`src/rtl/audipus_spi_pkg.sv`:
```
// Shared definitions for the audipus 16-bit SPI register-access frame.
// Imported by the SPI register master and by the slave-side register file.
//   - register address map (audio control through MPIO-to-SPI bridge)
//   - frame geometry and R/W encoding
//   - master FSM state encoding
//   - build_frame(): packs a register command into the on-wire frame
package audipus_spi_pkg;

  // Register address map
  localparam logic [6:0] REG_AUDIO_CTRL   = 7'h00;
  localparam logic [6:0] REG_AUDIO_STATUS = 7'h01;
  localparam logic [6:0] REG_CLK_CFG      = 7'h02;
  localparam logic [6:0] REG_I2S_CFG      = 7'h03;
  localparam logic [6:0] REG_VOL_LEFT     = 7'h04;
  localparam logic [6:0] REG_VOL_RIGHT    = 7'h05;
  localparam logic [6:0] REG_MIX_CFG      = 7'h06;
  localparam logic [6:0] REG_GPIO_DIR     = 7'h07;
  localparam logic [6:0] REG_GPIO_OUT     = 7'h08;
  localparam logic [6:0] REG_GPIO_IN      = 7'h09;
  localparam logic [6:0] REG_IRQ_MASK     = 7'h0a;
  localparam logic [6:0] REG_IRQ_STATUS   = 7'h0b;
  localparam logic [6:0] REG_MPIO_CFG     = 7'h0c;
  localparam logic [6:0] REG_MPIO_SPI     = 7'h0d;

  // Frame geometry: {rw, addr[6:0], data[7:0]}, MSB first on the wire
  localparam int         FRAME_W  = 16;
  localparam int         RW_BIT   = 15;
  localparam logic       RW_WRITE = 1'b1;
  localparam logic       RW_READ  = 1'b0;

  // Master FSM states
  typedef enum logic [1:0] {
    ST_IDLE    = 2'd0,
    ST_SHIFT   = 2'd1,
    ST_CS_HOLD = 2'd2,
    ST_GAP     = 2'd3
  } spi_state_e;

  // Reads carry a zero data byte so the slave sees a deterministic MOSI stream.
  function automatic logic [FRAME_W-1:0] build_frame(input logic       wr,
                                                     input logic [6:0] addr,
                                                     input logic [7:0] wdata);
    logic [7:0] data_byte;
    data_byte = (wr == RW_WRITE) ? wdata : 8'h00;
    return {wr, addr, data_byte};
  endfunction

endpackage

```
`src/rtl/spi_reg_master_if.sv`:
```
// Command/response bus of the SPI register master.
//   master modport : command requester (drives cmd_*, receives rsp_*/busy)
//   slave modport  : spi_reg_master itself
interface spi_reg_master_if;
  logic       cmd_valid;
  logic       cmd_ready;
  logic       cmd_write;
  logic [6:0] cmd_addr;
  logic [7:0] cmd_wdata;
  logic       rsp_valid;
  logic [7:0] rsp_rdata;
  logic       busy;

  modport master (
    output cmd_valid, cmd_write, cmd_addr, cmd_wdata,
    input  cmd_ready, rsp_valid, rsp_rdata, busy
  );

  modport slave (
    input  cmd_valid, cmd_write, cmd_addr, cmd_wdata,
    output cmd_ready, rsp_valid, rsp_rdata, busy
  );
endinterface

```
`src/rtl/spi_reg_master_sclk_timer.sv`:
```
// Half-period timer for the SPI register master.
// Ports:
//   clk, reset : system clock, synchronous active-high reset
//   en         : run the timer; when low the counter and phase are held at zero
//   phase_end  : last cycle of the current CLK_DIV-cycle half period
//   rise       : phase_end of a low half period (spi_clk goes high next)
//   fall       : phase_end of a high half period (spi_clk goes low next)
module spi_sclk_timer #(
  parameter int CLK_DIV = 4
) (
  input  logic clk,
  input  logic reset,
  input  logic en,
  output logic phase_end,
  output logic rise,
  output logic fall
);
  localparam int             CNT_W = $clog2(CLK_DIV);
  localparam logic [CNT_W-1:0] LAST = CNT_W'(CLK_DIV - 1);

  logic [CNT_W-1:0] cnt_r;
  logic             level_r;

  assign phase_end = en && (cnt_r == LAST);
  assign rise      = phase_end && !level_r;
  assign fall      = phase_end && level_r;

  // Half-period counter and the low/high phase it is currently timing
  always_ff @(posedge clk) begin
    if (reset) begin
      cnt_r   <= '0;
      level_r <= 1'b0;
    end else if (!en) begin
      cnt_r   <= '0;
      level_r <= 1'b0;
    end else if (cnt_r == LAST) begin
      cnt_r   <= '0;
      level_r <= ~level_r;
    end else begin
      cnt_r   <= cnt_r + CNT_W'(1);
    end
  end
endmodule

```
`src/rtl/spi_reg_master.sv`:
```
// SPI mode-0 master for the 16-bit register-access frame (command byte,
// then data byte). One command is taken on the valid/ready bus, shifted out
// MSB first, and the MISO byte seen during the data byte is returned with a
// one-cycle rsp_valid pulse.
// Ports:
//   clk, reset        : system clock, synchronous active-high reset
//   bus (slave)       : cmd_valid/ready/write/addr/wdata, rsp_valid/rdata, busy
//   spi_cs0           : chip select, active low
//   spi_clk, spi_mosi : SPI clock (idle low) and serial data out
//   spi_miso          : serial data in
// Frame timeline (C = CLK_DIV, acceptance cycle = 0): SHIFT 1..32C,
// CS_HOLD 32C+1..33C, GAP 33C+1..34C with rsp_valid on 33C+1, ready on 34C+1.
module spi_reg_master
  import audipus_spi_pkg::*;
#(
  parameter int CLK_DIV = 4
) (
  input  logic            clk,
  input  logic            reset,
  spi_reg_master_if.slave bus,
  output logic            spi_cs0,
  output logic            spi_clk,
  output logic            spi_mosi,
  input  logic            spi_miso
);
  spi_state_e         state_r, state_n;
  logic [FRAME_W-1:0] shift_r, shift_n;
  logic [FRAME_W-1:0] frame_s;
  logic [3:0]         bit_cnt_r, bit_cnt_n;
  logic               cs0_r, cs0_n;
  logic               sclk_r, sclk_n;
  logic               mosi_r, mosi_n;
  logic               ready_r, ready_n;
  logic               busy_r, busy_n;
  logic               rsp_valid_r, rsp_valid_n;
  logic [7:0]         rdata_r, rdata_n;
  logic               accept_s;
  logic               timer_en_s;
  logic               phase_end_s;
  logic               rise_s;
  logic               fall_s;

  assign frame_s    = build_frame(bus.cmd_write, bus.cmd_addr, bus.cmd_wdata);
  // ready_r is only ever set in IDLE, so it doubles as the IDLE qualifier
  assign accept_s   = bus.cmd_valid && ready_r;
  assign timer_en_s = (state_r != ST_IDLE);

  spi_sclk_timer #(
    .CLK_DIV (CLK_DIV)
  ) u_timer (
    .clk       (clk),
    .reset     (reset),
    .en        (timer_en_s),
    .phase_end (phase_end_s),
    .rise      (rise_s),
    .fall      (fall_s)
  );

  // State and output registers; reset forces the idle line state and drops any frame
  always_ff @(posedge clk) begin
    if (reset) begin
      state_r     <= ST_IDLE;
      shift_r     <= '0;
      bit_cnt_r   <= 4'd0;
      cs0_r       <= 1'b1;
      sclk_r      <= 1'b0;
      mosi_r      <= 1'b0;
      ready_r     <= 1'b0;
      busy_r      <= 1'b0;
      rsp_valid_r <= 1'b0;
      rdata_r     <= 8'h00;
    end else begin
      state_r     <= state_n;
      shift_r     <= shift_n;
      bit_cnt_r   <= bit_cnt_n;
      cs0_r       <= cs0_n;
      sclk_r      <= sclk_n;
      mosi_r      <= mosi_n;
      ready_r     <= ready_n;
      busy_r      <= busy_n;
      rsp_valid_r <= rsp_valid_n;
      rdata_r     <= rdata_n;
    end
  end

  // Next-state and next-output logic; outputs are computed one cycle ahead
  always_comb begin
    state_n     = state_r;
    shift_n     = shift_r;
    bit_cnt_n   = bit_cnt_r;
    cs0_n       = cs0_r;
    sclk_n      = sclk_r;
    mosi_n      = mosi_r;
    ready_n     = ready_r;
    busy_n      = busy_r;
    rsp_valid_n = 1'b0;
    rdata_n     = rdata_r;

    case (state_r)
      ST_IDLE: begin
        ready_n = 1'b1;
        if (accept_s) begin
          state_n   = ST_SHIFT;
          shift_n   = frame_s;
          bit_cnt_n = 4'd15;
          cs0_n     = 1'b0;
          sclk_n    = 1'b0;
          mosi_n    = frame_s[RW_BIT];
          ready_n   = 1'b0;
          busy_n    = 1'b1;
        end else begin
          state_n   = ST_IDLE;
        end
      end

      ST_SHIFT: begin
        if (rise_s) begin
          sclk_n = 1'b1;
        end else if (fall_s) begin
          // MISO is sampled on the last high cycle; after 16 shifts the low
          // byte of the shift register holds the data-byte samples.
          sclk_n  = 1'b0;
          shift_n = {shift_r[FRAME_W-2:0], spi_miso};
          if (bit_cnt_r == 4'd0) begin
            state_n = ST_CS_HOLD;
            mosi_n  = 1'b0;
          end else begin
            bit_cnt_n = bit_cnt_r - 4'd1;
            mosi_n    = shift_r[FRAME_W-2];
          end
        end else begin
          sclk_n = sclk_r;
        end
      end

      ST_CS_HOLD: begin
        if (phase_end_s) begin
          state_n     = ST_GAP;
          cs0_n       = 1'b1;
          rsp_valid_n = 1'b1;
          rdata_n     = shift_r[7:0];
        end else begin
          state_n     = ST_CS_HOLD;
        end
      end

      ST_GAP: begin
        if (phase_end_s) begin
          state_n = ST_IDLE;
          ready_n = 1'b1;
          busy_n  = 1'b0;
        end else begin
          state_n = ST_GAP;
        end
      end

      default: begin
        state_n = ST_IDLE;
        cs0_n   = 1'b1;
        sclk_n  = 1'b0;
        mosi_n  = 1'b0;
        ready_n = 1'b0;
        busy_n  = 1'b0;
      end
    endcase
  end

  assign spi_cs0       = cs0_r;
  assign spi_clk       = sclk_r;
  assign spi_mosi      = mosi_r;
  assign bus.cmd_ready = ready_r;
  assign bus.busy      = busy_r;
  assign bus.rsp_valid = rsp_valid_r;
  assign bus.rsp_rdata = rdata_r;
endmodule
```
`src/flat_wrapper.sv`:
```
// flat-port wrapper written by rule: the top's interface ports become plain ports
module spi_reg_master_flat import audipus_spi_pkg::*;
#(
  parameter int CLK_DIV = 4
)
  (clk, reset, spi_cs0, spi_clk, spi_mosi, spi_miso, bus_cmd_valid, bus_cmd_write, bus_cmd_addr, bus_cmd_wdata, bus_cmd_ready, bus_rsp_valid, bus_rsp_rdata, bus_busy);
  spi_reg_master_if bus_i ();
  input  logic clk;
  input  logic reset;
  output logic spi_cs0;
  output logic spi_clk;
  output logic spi_mosi;
  input  logic spi_miso;
  input wire logic [$bits(bus_i.cmd_valid)-1:0] bus_cmd_valid;
  input wire logic [$bits(bus_i.cmd_write)-1:0] bus_cmd_write;
  input wire logic [$bits(bus_i.cmd_addr)-1:0] bus_cmd_addr;
  input wire logic [$bits(bus_i.cmd_wdata)-1:0] bus_cmd_wdata;
  output wire logic [$bits(bus_i.cmd_ready)-1:0] bus_cmd_ready;
  output wire logic [$bits(bus_i.rsp_valid)-1:0] bus_rsp_valid;
  output wire logic [$bits(bus_i.rsp_rdata)-1:0] bus_rsp_rdata;
  output wire logic [$bits(bus_i.busy)-1:0] bus_busy;
  assign bus_i.cmd_valid = bus_cmd_valid;
  assign bus_i.cmd_write = bus_cmd_write;
  assign bus_i.cmd_addr = bus_cmd_addr;
  assign bus_i.cmd_wdata = bus_cmd_wdata;
  assign bus_cmd_ready = bus_i.cmd_ready;
  assign bus_rsp_valid = bus_i.rsp_valid;
  assign bus_rsp_rdata = bus_i.rsp_rdata;
  assign bus_busy = bus_i.busy;
  spi_reg_master #(.CLK_DIV(CLK_DIV)) u_core (.clk(clk), .reset(reset), .bus(bus_i), .spi_cs0(spi_cs0), .spi_clk(spi_clk), .spi_mosi(spi_mosi), .spi_miso(spi_miso));
endmodule
```
`config.mk`:
```
export PLATFORM = sky130hd
export DESIGN_NAME = spi_reg_master_flat
export DESIGN_NICKNAME = d
export VERILOG_FILES = /design/src/rtl/audipus_spi_pkg.sv /design/src/rtl/spi_reg_master_if.sv /design/src/rtl/spi_reg_master_sclk_timer.sv /design/src/rtl/spi_reg_master.sv /design/src/flat_wrapper.sv
export SDC_FILE = /design/constraint.sdc
export NUM_CORES = 1
export LEC_CHECK = 0
export ABC_CLOCK_PERIOD_IN_PS = 3100
export CORE_ASPECT_RATIO = 1.2
export CORE_MARGIN = 10
export CORE_UTILIZATION = 45
export CTS_CLUSTER_SIZE = 28
export DETAILED_ROUTE_END_ITERATION = 6
export HOLD_SLACK_MARGIN = 0.08
export PLACE_DENSITY = 0.69
export SLEW_MARGIN = 15
export SYNTH_ARGS = -nofsm -noshare
export SYNTH_HDL_FRONTEND = slang
export SYNTH_SLANG_ARGS = --single-unit
```
`constraint.sdc`:
```
create_clock -name clk -period 3.1 [get_ports clk]
set_input_delay 0.62 -clock clk [delete_from_list [all_inputs] [get_ports clk]]
set_output_delay 0.62 -clock clk [all_outputs]
set_load 0.005 [all_outputs]
```
[Word level (Yosys, flattened, before mapping)]
Index checks and enable logic that the tools add are counted.
Word-level totals
  register bits after elaboration: 38
  input bits: 20
  word-level logic and storage cells: 85
Operators by class
  $add $sub $neg: 2
  equality and inequality tests: 12
  mux-type cells: 34
  bitwise logic cells: 3
  reduce and logical (&&, ||, !) cells: 22
Operator list (count)
  2-to-1 mux 15 bit: 3
  case mux 15 bit (2 select lines): 1
  2-to-1 mux 4 bit: 4
  2-to-1 mux 1 bit: 14
  AND reduction 3 bit: 4
  case mux 1 bit (2 select lines): 5
  2-to-1 mux 2 bit: 4
  2-to-1 mux 8 bit: 1
  != test 2 bit, second input constant: 4
  case mux 2 bit (4 select lines): 1
  case mux 4 bit (2 select lines): 1
  nonzero test 2 bit: 4
  equality test 2 bit, second input constant: 3
  != test 2 x 1 -> 1 bit, second input constant: 3
  AND reduction 5 bit: 1
  logical AND 1 bit: 4
  zero test 4 bit: 1
  AND reduction 2 bit: 2
  AND reduction 4 bit: 1
  OR reduction 2 bit: 2
  subtractor 4 x 1 -> 4 bit, second input constant: 1
  != test 3 x 1 -> 1 bit, second input constant: 1
  NOT 1 bit: 3
  OR reduction 3 bit: 1
  other kinds (4): 4

[Logic depth before layout (Yosys ltp)]
  word-level depth: 6
  mapped depth: 6

[Cells and area by module]
From an unflattened synthesis, not the netlist that was laid out.
Second synthesis, totals
  cell total of the unflattened synthesis: 197
  area, all modules: 1839.3 µm²
By module, submodules not included
  spi_reg_master: times used 1, cells an instance 185, area each 1712.9 µm², seq. area each 700.7 µm²
  spi_sclk_timer: times used 1, cells an instance 12, area each 126.4 µm², seq. area each 60.1 µm²

[Least setup slack after synthesis]
OpenSTA, ideal clock, no wires.
  kind: input-to-reg
  start: input reset
  end: register u_core.ready_r, in the netlist u_core.bus.cmd_ready
  arrival time: 1.298 ns
  slack: 1.667 ns
  cell stages on the path: 3
  cells stage by stage: clkbuf_1 > clkbuf_1 > nor3_1
RTL lines
  start, declared: RTL line flat_wrapper.sv:9  | input logic reset;
  end signal, assigned: RTL line spi_reg_master.sv:79  | ready_r <= ready_n;
  end, declared: RTL line spi_reg_master.sv:33  | logic ready_r, ready_n;
No word-level cell between the ends.

[Worst setup path in the final report]
  start: input bus_cmd_valid
  end: register u_core.bit_cnt_r[2]
Between the ends
  word-level cells in the longest chain between the ends: 3
Ends and longest elaborated chain
  start, declared: RTL line flat_wrapper.sv:14  | input wire logic [$bits(bus_i.cmd_valid)-1:0] bus_cmd_valid;
  logical AND 1 bit: RTL line spi_reg_master.sv:45  | assign accept_s = bus.cmd_valid && ready_r;
  != test 2 x 1 -> 1 bit (no line)
  AND reduction 5 bit (no line)
  end signal, assigned: RTL line spi_reg_master.sv:75  | bit_cnt_r <= bit_cnt_n;
  end, declared: RTL line spi_reg_master.sv:29  | logic [3:0] bit_cnt_r, bit_cnt_n;
Every way passes these cells.
A chain may end at the register's enable or synchronous reset.

==> impl_metrics.toml <==
[critical_path]
critPathKind = "in2reg"
crit_required_ns = 3.28
startpoint_type = "input port"
cp_slowest_stage_delay_ns = 0.55
cp_data_arrival_time_ns = 2.11
endpoint_kind = "flop"
worstPathMaxFanout = 20
worstPathCellList = "clkdlybuf4s50_1 > and4bb_2 > o21ai_0 > a32o_1"
cp_top_family = "buffers and inverters"
cp_slowest_cell = "clkdlybuf4s50_1"
crit_buf_inv = 1

[routing]
drt_iter0_markers = 90
wl_mm = 4.273
firstDrtPassIters = 4
wl_per_cell_um = 15.94
dr_total_vias = 1535
drc_errors = 0
ant_nets = 0
vias_per_cell = 5.728

[synth]
yosysWarnings = 0
syn-num-nets = 215
netlist_top_cells_area = "dfxtp_1 (43%), nand2_1 (5.5%), a311oi_1 (5.4%)"
synth-simple-area-share_pct = 23.22
yosys.area.top_type_share_pct = 42.79
synth_seq_area_share_pct = 42.79
syn_area_mm2 = 0.001778
muxShareOfSynthArea_pct = 4.504
synth.distinct_cells = 41
synthAdderAreaFrac_pct = 1.407
synth_top_area_cell = "dfxtp_1"
synth-compound-area-share_pct = 19.07
synth_top_family_by_area = "simple AND/OR/NAND/NOR gates"
netlist_instances = 193
avgSynthCellArea_um2 = 9.212
ys_ff_latch = 38
synth_xor_area_share_pct = 0.9852

[sta]
rsz0062_at_grt = "false"
fin_crit_ns = 1.928
finalSetupTns_ns = 0
setup_slack_ns = 1.172
drv_slew = 0
worst_pin_slew_ns = 0.7030
max_freq_ghz = 0.5186
finalClockSkew_ns = 0.005181
setup_violations = 0
finalHoldViolCount = 0
post-route-period-util_pct = 62.21
slew_headroom_pct = 53.13

[job]
max_cap_violations = 0

[pwr]
clkPwrFrac_pct = 31.6
netSwitchingFraction_pct = 25.51
combPwrFrac_pct = 16.1
power_frac_seq_pct = 52.3
p_per_area_mw_per_mm2 = 483.1
p_switching_uw = 264.6
peakVddDrop_mv = 0.2894
p_leak_nw = 0.8018
internal-power_uw = 772.8

[die]
initial_core_util_pct = 47.75
die_w_um = 77.38
core_area_mm2 = 0.003724
die_area_mm2 = 0.006876
die_height_um = 88.86
row_count = 24
io_pins = 34

[final_layout]
diodes = 0
drive_above_1_share_pct = 9.259
finalCoreUtilization_pct = 57.66
nets = 239
final_cells = 268
area_delta_synth_final_pct = 20.76
fin_area_mm2 = 0.002147

[min_path]
min_path_type = "reg2reg"

[clock_tree]
clock_latency_ns = 0.29
cts_tree = "yes"
cts_made_buffers = 5
clk_pin_slew_worst_paths_ns = 0.07
cts_resized = 0
clock-sinks = 38
holdBufCountCts = 0
cts_buffer_depth = 2
htree_num_levels = 2
post_cts_buffers = 0
root_buffer = "clkbuf_8"

[placed_design]
place_inst = 262
postPlaceCellArea_mm2 = 0.002064
dp_hpwl_mm = 3.014
port_buffers = 33
place_ws_ns = 0.8868
gp_congestion = 0.7264

[global_route]
grt_max_degree = 39
grt_pass1_vias = 1480
overflow = 0
antenna_found_initial = 0
grt_usage_pct = 12.53
grt_pass1_wl_mm = 7.086

[status]
status = "completed"
## flip-flops by register name, indices dropped and copies added (netlist names), 2 cells and up
register / count
u_core.bus.rsp_rdata: 8
u_core.u_timer.cnt_r: 2
u_core.shift_r: 15
u_core.state_r: 2
u_core.bit_cnt_r: 4
## worst paths after layout
| kind | slack, ns | from | depth (start not counted) | to |
|---|---|---|---|---|
| max | 1.17 | bus_cmd_valid | 4 | u_core.bit_cnt_r[2] |
| min | 0.44 | u_core.u_timer.cnt_r[0] | 1 | u_core.u_timer.cnt_r[0] |
| max reg2reg | 1.25 | u_core.u_timer.cnt_r[0] | 4 | u_core.shift_r[7] |
| min reg2reg | 0.44 | u_core.u_timer.cnt_r[0] | 1 | u_core.u_timer.cnt_r[0] |
## area by class of cell
| type | instances | area (µm²) |
|---|---|---|
| Clock buffer | 6 | 82.58 |
| Inverter | 5 | 18.77 |
| Fill cell | 354 | 1577 |
| Timing Repair Buffer | 35 | 345.3 |
| Multi-Input combinational cell | 132 | 874.6 |
| Sequential cell | 38 | 760.7 |
| Tap cell | 52 | 65.06 |
## worst register-to-register path: stages, from the launching register on
cell,delay (ns)
dfxtp_1,0.34
ha_1,0.39
nand3_1,0.22
a21oi_4,0.54
a311oi_2,0.20
## placed cells by master, fill, tap and decap left out, types with 4 or more instances in the layout
master and n:
inv_1 5, dfxtp_1 38, a311oi_2 5, a311oi_1 11, nor2_1 11, nand2_1 26, nor2b_1 4, a21oi_1 7
clkbuf_8 6, clkdlybuf4s50_1 33, nor3_1 18, mux2i_1 8, nand3_1 11
## cells in the mapped netlist
| cell type | count |
|---|---|
| nand3b_4 | 1 |
| xnor2_1 | 2 |
| a31oi_1 | 1 |
| inv_1 | 5 |
| nand2b_1 | 1 |
| nor4b_1 | 1 |
| buf_4 | 2 |
| clkbuf_4 | 1 |
| dfxtp_1 | 38 |
| a2111oi_0 | 1 |
| nand3_1 | 11 |
| a32o_1 | 2 |
| a21oi_4 | 1 |
| o21bai_1 | 1 |
| nor2b_1 | 4 |
| a21o_1 | 2 |
| nand2_1 | 26 |
| a21bo_2 | 1 |
| and4b_4 | 1 |
| or3_1 | 2 |
| or3b_1 | 1 |
| nand3b_1 | 2 |
| buf_6 | 2 |
| and4bb_2 | 1 |
| a311oi_1 | 11 |
| mux2i_1 | 8 |
| clkbuf_1 | 4 |
| ha_1 | 2 |
| a311oi_2 | 5 |
| buf_2 | 6 |
| nor3_1 | 18 |
| o31ai_1 | 1 |
| o22ai_1 | 1 |
| nor4_1 | 1 |
| a31o_2 | 2 |
| buf_8 | 2 |
| o21ai_0 | 2 |
| a21oi_1 | 7 |
| nor2_1 | 11 |
| a211oi_1 | 1 |
| buf_1 | 1 |
## stage by stage
stage	total power, mW	hold WS (ns)
global placement	0.7115	0.4141
global route	1.089	0.4546
CTS	1.044	0.4449
detailed placement	0.7200	0.4349
floorplan	0.6620	0.4053
finish	1.037	0.4414
## cells by family (layout without fill, tap and decap cells)
kind of cell,Yosys count,in the layout
xor gates and xnor gates,2,2
adders and majority gates,2,2
muxes,8,8
AOI/OAI and AO/OA,39,39
DFF,38,38
buffers and inverters,23,46
and+or+nand+nor,81,81
## per-layer routing
layer	share of wire, %	vias up	routed length [µm]	global-route usage (%)
met3	6.0	7	256	3.753
met5	0	-	0	0
met2	50	54	2127	21.31
met1	42	733	1813	14.47
li1	-	741	-	-
met4	1.8	0	75	5.150
## power by group through the flow
stage               registers, mW  logic, mW  clock network, mW
floorplan                   0.545      0.117                  0
global route                0.546      0.184              0.359
global placement            0.551      0.160                  0
CTS                         0.542      0.169              0.333
detailed placement          0.553      0.167                  0
finish                      0.542      0.167              0.328
(Power assumes the default switching activity.)
==> RTL edit (same flow settings) <==
Take the reset off `shift_r` and `rdata_r` and load them in a clocked block of their own.
--- a/src/rtl/spi_reg_master.sv
+++ b/src/rtl/spi_reg_master.sv
@@ -62,3 +62,2 @@
       state_r     <= ST_IDLE;
-      shift_r     <= '0;
       bit_cnt_r   <= 4'd0;
@@ -70,6 +69,4 @@
       rsp_valid_r <= 1'b0;
-      rdata_r     <= 8'h00;
     end else begin
       state_r     <= state_n;
-      shift_r     <= shift_n;
       bit_cnt_r   <= bit_cnt_n;
@@ -81,4 +78,8 @@
       rsp_valid_r <= rsp_valid_n;
-      rdata_r     <= rdata_n;
     end
+  end
+
+  always_ff @(posedge clk) begin
+    shift_r <= shift_n;
+    rdata_r <= rdata_n;
   end
Check against the original RTL: same outputs for any inputs over 10 cycles, from zero or initial values and one cycle with reset high; that may be too few to reach the edited logic, so the function may still have changed.
==> RTL edit against the original RTL <==
  * Sequential power up 8.9%
  * Synthesized area decreased by 8.2%
  * Sequential cell count did not move
  * Routed wire length is 22% lower
  * Total power is 19% higher
  * First-iteration DRC count is 10% higher
  * Cell area is 2.9% lower
  * Worst setup slack worse by 0.17 ns
==> RTL edit: results (changes against the original RTL) <==
Yosys
  • Synth cell count leaders: nand2_1, edfxtp_1, dfxtp_1
  • Synth Net Count: 170 (-21%)
  • Seq/Total Area, Yosys: 60.7% (+18 points)
  • Distinct cell type count after synthesis: 39 (-4.9%)
  • EDFF count, synth: 23 (+23)
  • Largest cells by area after synthesis: edfxtp_1, dfxtp_1, nand2_1, nand3_1, buf_2

STA
  • Hold_ws: 0.430 ns (-0.0111 ns)
  • Worst Skew: 0.00488 ns (-0.000301 ns)
  • Worst-Margin Slew: 0.751 ns (+0.0482 ns)

Outcome
  • Status: complete, no violations

Clocking
  • CTS Root Cell: clkbuf_8
  • Worst-path clk slew: 0.07 ns (about the same)
  • Post-CTS Setup Inserts: 0 (unchanged)
  • Total CTS buffers: 5 (unchanged)
  • Clk Latency, worst-skew pair: around 0.28 ns

Critical path
  • Crit path from: u_core.u_timer.cnt_r[0]
  • Crit-path max FO: 16 (-20%)
  • Reg2Reg Setup Slack: 1.0 ns (-0.25 ns)
  • Critical path type: reg -> reg
  • Capture point of the worst reg-to-reg path: u_core.shift_r[13]
  • Arrival time at the worst endpoint: 2.02 ns (-0.09 ns)
  • Worst reg-to-reg path cell count: 3 (-1)

Global route
  • Vias in the first global route: 1,205 (-19%)
  • Global-route wire length before repair: 5.69 mm (-20%)
  • Pin count of the biggest net entering global routing: 21 (-46%)
  • GRT Overall Usage: 11.3% (-1.2 points)

Placement
  • Dpl hpwl: 2.41 mm (-20%)
  • Placement-stage cell area: 0.00195 mm^2 (-5.4%)
  • Gpl congestion: 0.738 (+1.7%)

Final layout
  • Max FFs per register: 15 (unchanged)
  • Fin nets: 201 (-16%)
  • Inserted Diodes: 0 (unchanged)
  • Filler cells: 289 (-18%)
  • Share of layout cells above drive strength 1: 7.22% (-2.0 points)

Drt
  • Initial drt markers: 99 (+10%)
  • DR vias/cell: 5.43 (-5.1%)
  • First-pass iteration count of the detailed router: 7 (+3)
  • Drt total wl: 3.33 mm (-22%)

Min path
  • Hold path cells: 1 (unchanged)
  • Worst Hold Launch: u_core.u_timer.cnt_r[0]
  • Hold Crit Class: reg -> reg

Pwr
  • Max VDD drop: 385 uV (+33%)
  • Internal power: 0.000963 W (+25%)
  • Clock Power Share: 39.6% (+8.0 points)
  • LEAKAGE: 0.789 nW (-1.7%)
  • P_comb: 0.000154 W (-8%)
  • Gate power share: 12.5% (-3.6 points)
==> RTL edit: cell types whose count changed after synthesis, moves of 4 or more <==
cell	unedited run	this run
nand2_1	26	39
nor3_1	18	5
a311oi_2	5	1
edfxtp_1	0	23
a311oi_1	11	0
dfxtp_1	38	15
mux2i_1	8	0
nor2_1	11	5
==> RTL edit: critical path, cell delays in order (launching register included) <==
cell and delay [ns]:
dfxtp_1 0.34, ha_1 0.35, and4b_1 0.44, or2_1 0.60
==> RTL edit: stage by stage <==
step / utilization, % / instances / setup WS (ns)
3_3_place_gp: 57.0 / 209 / 0.748
6_report: 60.9 / 217 / 1.00
5_1_grt: 60.9 / 217 / 0.829
2_1_floorplan: - / 148 / 1.39
4_1_cts: 60.9 / 217 / 0.965
3_5_place_dp: 57.0 / 209 / 0.720
==> RTL edit: logic make-up (layout without fill, tap and decap cells) <==
logic type,count (synthesis),after routing,share of synthesized area (%)
XOR/XNOR,1,1,0.536
buffers and inverters,14,46,4.83
AO/OA/AOI/OAI,17,17,9.12
adder cells (fa/ha/maj),2,2,1.53
AND/OR/NAND/NOR,76,76,23.3
flip-flops,38,38,60.7
==> RTL edit: layout make-up <==
class	count	area, um^2	area share [%]
inverters	4	15.0	0.720
well taps	37	46.3	2.22
clock buffers	5	68.8	3.30
repair buffers	34	338	16.2
flip-flops and latches	38	991	47.5
clock inverters	3	63.8	3.06
multi-input cells	96	563	27.0
==> RTL edit: per-layer routing <==
layer | part of all wire [%] | wire, um | global-route usage [%]
met1 | 42 | 1400 | 12.7
met3 | 6.6 | 219 | 4.73
met5 | 0 | 0 | 0
met2 | 50 | 1670 | 18.0
met4 | 1.3 | 44 | 5.17
